## src/rtl/cpu_pkg.sv

```systemverilog
// cpu_pkg: shared types and constants for the fetch / PC sequencing logic.
//   pc_seq_state_t : sequencer states (RST_VEC, FETCH, WAIT, ISSUE)
//   INSTR_WIDTH    : instruction word width
//   PC_INC         : sequential PC increment in bytes
package cpu_pkg;

   typedef enum logic [1:0] {
      RST_VEC,
      FETCH,
      WAIT,
      ISSUE
   } pc_seq_state_t;

   localparam int INSTR_WIDTH = 32;
   localparam int PC_INC      = 4;

endpackage

```

## src/rtl/cpu_pc_next_sel.sv

```systemverilog
// cpu_pc_next_sel: combinational next-PC priority mux.
// Ports:
//   trap_pend    in  pending trap (already merged with a same-cycle request)
//   br_taken     in  branch/jump taken
//   br_target    in  branch/jump target
//   instr_pc     in  PC of the retiring instruction
//   sel_pc       out next PC value
//   sel_trap     out a trap is taken on this retirement
//   sel_misalign out trap cause is a misaligned branch target
//   sel_epc      out PC to save as the exception PC
// Priority: pending trap, misaligned taken branch, taken branch, PC+4.
module cpu_pc_next_sel
   import cpu_pkg::*;
#(
   parameter int                    ADDR_WIDTH  = 32,
   parameter logic [ADDR_WIDTH-1:0] TRAP_VECTOR = 32'h0000_0100
) (
   input  logic                  trap_pend,
   input  logic                  br_taken,
   input  logic [ADDR_WIDTH-1:0] br_target,
   input  logic [ADDR_WIDTH-1:0] instr_pc,
   output logic [ADDR_WIDTH-1:0] sel_pc,
   output logic                  sel_trap,
   output logic                  sel_misalign,
   output logic [ADDR_WIDTH-1:0] sel_epc
);

   logic [ADDR_WIDTH-1:0] pc_inc;

   // Sequential address wraps naturally at 2^ADDR_WIDTH.
   assign pc_inc = instr_pc + ADDR_WIDTH'(PC_INC);

   always_comb begin
      sel_pc       = pc_inc;
      sel_trap     = 1'b0;
      sel_misalign = 1'b0;
      sel_epc      = pc_inc;
      if (trap_pend) begin
         // Asynchronous-style trap: the current instruction retired, so
         // resume after it.
         sel_pc   = TRAP_VECTOR;
         sel_trap = 1'b1;
         sel_epc  = pc_inc;
      end else if (br_taken && (br_target[1:0] != 2'b00)) begin
         // Faulting branch: report the branch itself.
         sel_pc       = TRAP_VECTOR;
         sel_trap     = 1'b1;
         sel_misalign = 1'b1;
         sel_epc      = instr_pc;
      end else if (br_taken) begin
         sel_pc = br_target;
      end
   end

endmodule

```

## src/rtl/cpu_pc_sequencer.sv

```systemverilog
// cpu_pc_sequencer: multicycle fetch / PC controller.
// Sequence: RST_VEC -> FETCH (request until granted) -> WAIT (until read
// data) -> ISSUE (until the core acknowledges) -> FETCH ...
// Ports:
//   clk, rst                 clock, synchronous active-high reset
//   pc_cur / pc_ld / pc_nxt  external PC register interface
//   imem_*                   instruction memory request/grant/response
//   instr_valid/instr/instr_pc/instr_ack  instruction hand-off to the core
//   br_taken, br_target      next-PC inputs, qualified by instr_ack
//   trap_req                 level trap request, any state
//   trap_taken/trap_epc/trap_misalign  trap reporting
// Optional: define CPU_PC_SEQ_PERF_CNT_EN to add perf_fetch_cnt (grants)
// and perf_wait_cnt (stall cycles).
module cpu_pc_sequencer
   import cpu_pkg::*;
#(
   parameter int                    ADDR_WIDTH   = 32,
   parameter logic [ADDR_WIDTH-1:0] RESET_VECTOR = 32'h0000_0000,
   parameter logic [ADDR_WIDTH-1:0] TRAP_VECTOR  = 32'h0000_0100
) (
   input  logic                   clk,
   input  logic                   rst,
   input  logic [ADDR_WIDTH-1:0]  pc_cur,
   output logic                   pc_ld,
   output logic [ADDR_WIDTH-1:0]  pc_nxt,
   output logic                   imem_req,
   output logic [ADDR_WIDTH-1:0]  imem_addr,
   input  logic                   imem_gnt,
   input  logic                   imem_rvalid,
   input  logic [INSTR_WIDTH-1:0] imem_rdata,
   output logic                   instr_valid,
   output logic [INSTR_WIDTH-1:0] instr,
   output logic [ADDR_WIDTH-1:0]  instr_pc,
   input  logic                   instr_ack,
   input  logic                   br_taken,
   input  logic [ADDR_WIDTH-1:0]  br_target,
   input  logic                   trap_req,
   output logic                   trap_taken,
   output logic [ADDR_WIDTH-1:0]  trap_epc,
   output logic                   trap_misalign
`ifdef CPU_PC_SEQ_PERF_CNT_EN
   ,
   output logic [31:0]            perf_fetch_cnt,
   output logic [31:0]            perf_wait_cnt
`endif
);

   pc_seq_state_t          state_q, state_d;
   logic [INSTR_WIDTH-1:0] instr_q, instr_d;
   logic [ADDR_WIDTH-1:0]  instr_pc_q, instr_pc_d;
   logic [ADDR_WIDTH-1:0]  trap_epc_q, trap_epc_d;
   logic                   trap_misalign_q, trap_misalign_d;
   logic                   trap_pend_q, trap_pend_d;

   logic [ADDR_WIDTH-1:0]  sel_pc, sel_epc;
   logic                   sel_trap, sel_misalign;

   // A request arriving together with the ack is honoured on that ack.
   cpu_pc_next_sel #(
      .ADDR_WIDTH  (ADDR_WIDTH),
      .TRAP_VECTOR (TRAP_VECTOR)
   ) u_next_sel (
      .trap_pend    (trap_pend_q | trap_req),
      .br_taken     (br_taken),
      .br_target    (br_target),
      .instr_pc     (instr_pc_q),
      .sel_pc       (sel_pc),
      .sel_trap     (sel_trap),
      .sel_misalign (sel_misalign),
      .sel_epc      (sel_epc)
   );

   always_comb begin
      state_d         = state_q;
      instr_d         = instr_q;
      instr_pc_d      = instr_pc_q;
      trap_epc_d      = trap_epc_q;
      trap_misalign_d = trap_misalign_q;
      trap_pend_d     = trap_pend_q | trap_req;
      pc_ld           = 1'b0;
      pc_nxt          = RESET_VECTOR;
      imem_req        = 1'b0;
      imem_addr       = '0;
      instr_valid     = 1'b0;
      trap_taken      = 1'b0;

      case (state_q)
         RST_VEC: begin
            pc_ld   = 1'b1;
            state_d = FETCH;
         end
         FETCH: begin
            imem_req  = 1'b1;
            imem_addr = pc_cur;
            if (imem_gnt) state_d = WAIT;
         end
         WAIT: begin
            // Responses are only accepted here; stray rvalids elsewhere
            // (e.g. left over from before a reset) are dropped.
            if (imem_rvalid) begin
               instr_d    = imem_rdata;
               instr_pc_d = pc_cur;
               state_d    = ISSUE;
            end
         end
         ISSUE: begin
            instr_valid = 1'b1;
            pc_nxt      = sel_pc;
            if (instr_ack) begin
               pc_ld   = 1'b1;
               state_d = FETCH;
               if (sel_trap) begin
                  trap_taken      = 1'b1;
                  trap_epc_d      = sel_epc;
                  trap_misalign_d = sel_misalign;
                  trap_pend_d     = 1'b0;
               end
            end
         end
         default: state_d = RST_VEC;
      endcase

      // While reset is held every output is quiet and pc_nxt shows the
      // reset vector, independent of the registered state.
      if (rst) begin
         pc_ld       = 1'b0;
         pc_nxt      = RESET_VECTOR;
         imem_req    = 1'b0;
         imem_addr   = '0;
         instr_valid = 1'b0;
         trap_taken  = 1'b0;
      end
   end

   always_ff @(posedge clk) begin
      if (rst) begin
         state_q         <= RST_VEC;
         instr_q         <= '0;
         instr_pc_q      <= '0;
         trap_epc_q      <= '0;
         trap_misalign_q <= 1'b0;
         trap_pend_q     <= 1'b0;
      end else begin
         state_q         <= state_d;
         instr_q         <= instr_d;
         instr_pc_q      <= instr_pc_d;
         trap_epc_q      <= trap_epc_d;
         trap_misalign_q <= trap_misalign_d;
         trap_pend_q     <= trap_pend_d;
      end
   end

   assign instr         = instr_q;
   assign instr_pc      = instr_pc_q;
   assign trap_epc      = trap_epc_q;
   assign trap_misalign = trap_misalign_q;

`ifdef CPU_PC_SEQ_PERF_CNT_EN
   logic [31:0] perf_fetch_cnt_q, perf_fetch_cnt_d;
   logic [31:0] perf_wait_cnt_q, perf_wait_cnt_d;

   always_comb begin
      perf_fetch_cnt_d = perf_fetch_cnt_q;
      perf_wait_cnt_d  = perf_wait_cnt_q;
      if (state_q == FETCH && imem_gnt)
         perf_fetch_cnt_d = perf_fetch_cnt_q + 32'd1;
      if (state_q == WAIT || (state_q == FETCH && !imem_gnt))
         perf_wait_cnt_d = perf_wait_cnt_q + 32'd1;
   end

   always_ff @(posedge clk) begin
      if (rst) begin
         perf_fetch_cnt_q <= '0;
         perf_wait_cnt_q  <= '0;
      end else begin
         perf_fetch_cnt_q <= perf_fetch_cnt_d;
         perf_wait_cnt_q  <= perf_wait_cnt_d;
      end
   end

   assign perf_fetch_cnt = perf_fetch_cnt_q;
   assign perf_wait_cnt  = perf_wait_cnt_q;
`endif

endmodule
```

## config.mk

```make
export PLATFORM = sky130hd
export DESIGN_NAME = cpu_pc_sequencer
export DESIGN_NICKNAME = d
export VERILOG_FILES = /design/src/rtl/cpu_pkg.sv /design/src/rtl/cpu_pc_next_sel.sv /design/src/rtl/cpu_pc_sequencer.sv
export SDC_FILE = /design/constraint.sdc
export NUM_CORES = 1
export LEC_CHECK = 0
export CORE_AREA = 2 2 118 120
export DETAILED_ROUTE_END_ITERATION = 7
export DIE_AREA = 0 0 120 122
export PLACE_DENSITY = 0.89
export SYNTH_ARGS = -nofsm -noshare
export SYNTH_HDL_FRONTEND = slang
export SYNTH_HIERARCHICAL = 1
export SYNTH_SLANG_ARGS = --single-unit
```

## constraint.sdc

```tcl
create_clock -name clk -period 2.7 [get_ports clk]
set_input_delay 0.54 -clock clk [delete_from_list [all_inputs] [get_ports clk]]
set_output_delay 0.54 -clock clk [all_outputs]
set_load 0.05 [all_outputs]
```

[Yosys cells after proc, flatten, opt, wreduce, memory -nomap -nowiden]
Cells that the tools add are included.
Word-level totals
  bits of input ports: 103
  output and inout bits: 165
  word-level logic and storage cells: 50
  flip-flop bits (word level): 100
Operators by class
  bitwise logic cells: 1
  reduce and logical (&&, ||, !) cells: 6
  add/subtract/negate cells: 1
  multiplexer cells: 30
  equality and inequality tests: 6
Operators with widths (number)
  $mux W32: 9
  $add A32 B3 Y32 const B: 1
  $mux W1: 16
  $pmux W2 S4: 1
  $mux W2: 3
  $ne A2 B2 Y1 const B: 3
  $reduce_and A3 Y1: 2
  $eq A2 B2 Y1 const B: 2
  $eq A2 B1 Y1 const B: 1
  $logic_not A2 Y1: 1
  $pmux W1 S2: 1
  $reduce_and A2 Y1: 1
  $reduce_bool A2 Y1: 1
  $logic_and A1 B1 Y1: 1
  $or A1 B1 Y1: 1

[Longest topological paths before layout]
  word-level depth: 8
  mapped depth: 8
  depth with buffers taken out: 7

[By module]
The synthesis kept the hierarchy.
By module, submodules not included
  cpu_pc_sequencer: instances 1, seq. area each 2001.9 sq um, area each 3853.7 sq um, cells an instance 449
  cpu_pc_next_sel: instances 1, seq. area each 0.0 sq um, area each 1549.0 sq um, cells an instance 264

[Worst setup path before layout]
No wires, ideal clock.
  kind: register to output
  from: register instr_pc_q[2], in the netlist instr_pc[2]
  to: output port pc_nxt[22]
  data required time: 2.160 ns
  arrival time: 2.650 ns
  slack: -0.490 ns
  path buffers: 1
  cell stages (with the launch flop): 8
  path through: dfxtp_1 ha_1 nand3_1 or4_1 clkbuf_2 or3_1 a31oi_1 and2_1
On the way
  word-level cells in the longest chain between the ends: 6
Ends and longest elaborated chain
  from (decl): line cpu_pc_sequencer.sv:50  | logic [ADDR_WIDTH-1:0] instr_pc_q, instr_pc_d;
  from (signal assigned): line cpu_pc_sequencer.sv:146  | instr_pc_q <= instr_pc_d;
  $add A32 B3 Y32: line cpu_pc_next_sel.sv:31  | assign pc_inc = instr_pc + ADDR_WIDTH'(PC_INC);
  $mux W32: line cpu_pc_next_sel.sv:50  | end else if (br_taken) begin
  $mux W32: line cpu_pc_next_sel.sv:44  | end else if (br_taken && (br_target[1:0] != 2'b00)) begin
  $mux W32: line cpu_pc_next_sel.sv:38  | if (trap_pend) begin
  net sel_pc[22]: line cpu_pc_sequencer.sv:55  | logic [ADDR_WIDTH-1:0] sel_pc, sel_epc;
  $mux W32: line cpu_pc_sequencer.sv:87  | case (state_q)
  $mux W32: line cpu_pc_sequencer.sv:125  | if (rst) begin
  to (decl): line cpu_pc_sequencer.sv:25  | output logic [ADDR_WIDTH-1:0] pc_nxt,
The timed path passes the listed nets, and every way through them passes these cells.

[Final worst setup path]
  from: register instr_pc_q[3], in the netlist instr_pc[3]
  to: output port pc_nxt[30]
The elaborated chain is that of the path after synthesis.

==> reports/results.ini <==
[placement]
dpl_cell_area_sq_um=9189
dp_hpwl_microns=15700
pre_cts_slack_ps=-259.4
portBuffers=267
place.gp.congestion=0.9711

[sta]
fmax_ghz=0.3476
worst_slack_ps=-177.1
fin_skew_ps=6.007
hold_viol=0
finalCritPeriodShare=1.066
min_period_ps=2877
finalSetupViolations=15
slew_headroom=0.6294
rsz0062_at_grt=yes
worst_slew_pin_slew_ps=554.1
timing.final.max_slew_violations=0

[detailed_routing]
dr_wl_met2_microns=11270
drtIter0Drc=586
drt-pass1-iter-count=5
highest_layer=met4
via_count=6515
wl_per_cell_microns=18.57
drcViolationCount=0
drt-met1-wl_microns=8499
wl_met3_microns=1854
avgViaCountPerCell=5.407
antenna_left=0
wirelength_microns=22380

[power]
p_leak_nw=3.842
combPwrFrac=0.426
p_switching_mw=2.026
power.share.clock=0.263
vdd_drop_max_mv=0.5316
switching_share=0.3730
pwr_density_cell_nw_per_um2=540.4
p_int_mw=3.406
pwr-share-seq=0.310

[min_path]
hp-class=reg2reg
worstHoldStart=instr[13]
hold_depth=2
holdPathEnd=instr[13]

[floorplanning]
die_w_microns=120
ios=268
rows=43
fp.coreArea_sq_um=13500
initial_core_util=0.4001
die_h_microns=122
dieArea_sq_um=14640

[synth]
ys_seq_area_frac=0.3705
syn_nets=821
avgSynthCellArea_sq_um=7.577
ys.flop_type=dfxtp_1
synth-edff-count=0
synthesis.instances=713
synthDistinctLibCells=41
synth_area_sq_um=5403
synth-seq-cells=100
synth_warnings=6
yosysTopAreaCell=dfxtp_1
synth_most_common_cell=nand2_1
async_flop_share=0
yosys-top-cells-count=nand2_1 (161), dfxtp_1 (100), a21oi_1 (88)
synthTopCellsByArea=dfxtp_1 (37%), nand2_1 (11%), a21oi_1 (8.2%), and2_1 (7.6%), a22o_1 (5.3%)
synth_top_area_share=0.3705

[cells_and_area]
fin_nets=1128
regArea_sq_um=2057
syn_to_final_growth_pct=86.06
multi_input_area_sq_um=3319
final_area_sq_um=10050
post_route_cells_drive_above_1_share=0.2441
fillCellCount=897

[critical_path]
crit_fanout=5
crit_top_cell=nand4_1
max_stage_delay_ps=370
crit_path_end_kind=output port
worst-r2r-setup-slack_ps=410
crit_type=reg2out
cp-start-kind=flip-flop
r2r-start=instr_pc[5]
cp_num_buf_inv=3
cp_slowest_cell=dfxtp_2
cp.depth=10
crit_start=instr_pc[3]
cp_data_arrival_time_ps=2340
reg2reg_depth=9
critPathTopFamily=simple AND/OR/NAND/NOR gates
crit_required_ps=2160
reg2reg_to=trap_epc[30]
crit_chain=ha_4 > buf_6 > nand4_1 > nor4_2 > buf_4 > nand4_1 > xor2_1 > a21oi_1 > and2_4 > buf_12

[cts]
clkTransAtPathRegs_ps=70
clockBufferDepth=2
clk_latency_ps=350
cts_buffers=9
clkSinkCount=100
h-tree-depth=3
hold_buffers=0
tritoncts=built
root_buffer=clkbuf_16

[run_status]
violations=setup timing
status=complete, but fails checks

[global_route]
track_usage=0.2849
grt_first_pass_wirelength_microns=32870
grt_pass1_vias=6324
grt_max_degree=35
antenna_found_initial=1
grt.overflow.total=0

[flow_run]
drv_cap=0

## sequential cells by signal, summed over array words and instances, names as in the netlist
| name | count |
|---|---|
| trap_epc | 32 |
| trap_pend_q | 1 |
| trap_misalign | 1 |
| state_q | 2 |
| instr | 32 |
| instr_pc | 32 |
## cells by family after synthesis
family | Yosys count | synth area share
xor+xnor | 55 | 0.08916
fa+ha+maj | 5 | 0.01158
flops | 100 | 0.3705
buf+inv | 68 | 0.05859
simple gates | 329 | 0.2934
mux | 5 | 0.009495
compound gates | 151 | 0.1672
## how the worst max path moves through the flow
stage / end / slack [ps]
after floorplan: pc_nxt[22] / -110
after global placement: pc_nxt[11] / -150
after detailed placement: pc_nxt[11] / -260
after CTS: pc_nxt[22] / -130
after global routing: pc_nxt[30] / -250
final: pc_nxt[30] / -180
## cell usage in the layout (no fill, tap or decap), drive strengths merged
cell,n
a211oi,2
a21oi,88
a222oi,1
a22o,33
a31oi,2
and2,66
and3,6
and4,2
buf,157
bufinv,2
clkbuf,11
clkdlybuf4s50,194
clkinv,1
clkinvlp,1
dfxtp,100
diode,1
dlygate4sd2,2
dlymetal6s2s,2
ha,5
inv,9
mux2,1
mux2i,4
nand2,161
nand2b,3
nand3,17
nand4,16
nor2,33
nor2b,3
nor3,8
nor3b,2
nor4,8
o21ai,24
o21ba,1
or2,2
or3,1
or4,1
xnor2,23
xor2,32
## timing repair
| action | in CTS | in global routing |
|---|---|---|
| endpoints found under the setup margin | 30 | 30 |
| pin swaps | 30 | 27 |
| endpoints found under the hold margin | 0 | 0 |
| cloned | 1 | 0 |
| resized for setup | 51 | 35 |
| setup buffers | 14 | 19 |
## metal layers
layer | up-vias | track usage
li1 | 2997 | -
met1 | 3062 | 0.3321
met2 | 387 | 0.4922
met3 | 69 | 0.07678
met4 | 0 | 0.1228
met5 | - | 0
## cell type report
class / count / area share
flip-flops and latches: 100 / 0.2046
repair buffers: 355 / 0.4065
diodes: 1 / 0.0002489
clock buffers: 11 / 0.02514
multi-input cells: 545 / 0.3302
clock inverters: 4 / 0.007219
well taps: 180 / 0.02240
inverters: 9 / 0.003610
## through the flow
stage / setup TNS (ps) / cells / power [mW] / util / hold WS, ps
final: -1228 / 1205 / 5.432 / 0.7444 / 453.3
after global routing: -2909 / 1205 / 5.620 / 0.7444 / 469.1
after CTS: -512.8 / 1185 / 5.382 / 0.7235 / 454.6
after detailed placement: -3272 / 1155 / 3.940 / 0.6804 / 445.7
after global placement: -1187 / 1155 / 3.903 / 0.6804 / 440.4
after floorplan: -223.3 / 713 / 2.917 / - / 480.9
## worst min-delay path, cell delays in order (launching register included)
cell and delay, ps:
dfxtp_1 310, nand2_1 50, a21oi_1 50
## power by group through the flow
stage | Clock, mW | Combinational (mW) | Sequential [mW]
global placement | 0 | 2.19 | 1.72
detailed placement | 0 | 2.21 | 1.73
global route | 1.49 | 2.43 | 1.70
CTS | 1.44 | 2.25 | 1.69
finish | 1.43 | 2.32 | 1.69
floorplan | 0 | 0.918 | 2.00
Note: power is estimated with default switching activity, not from simulation.
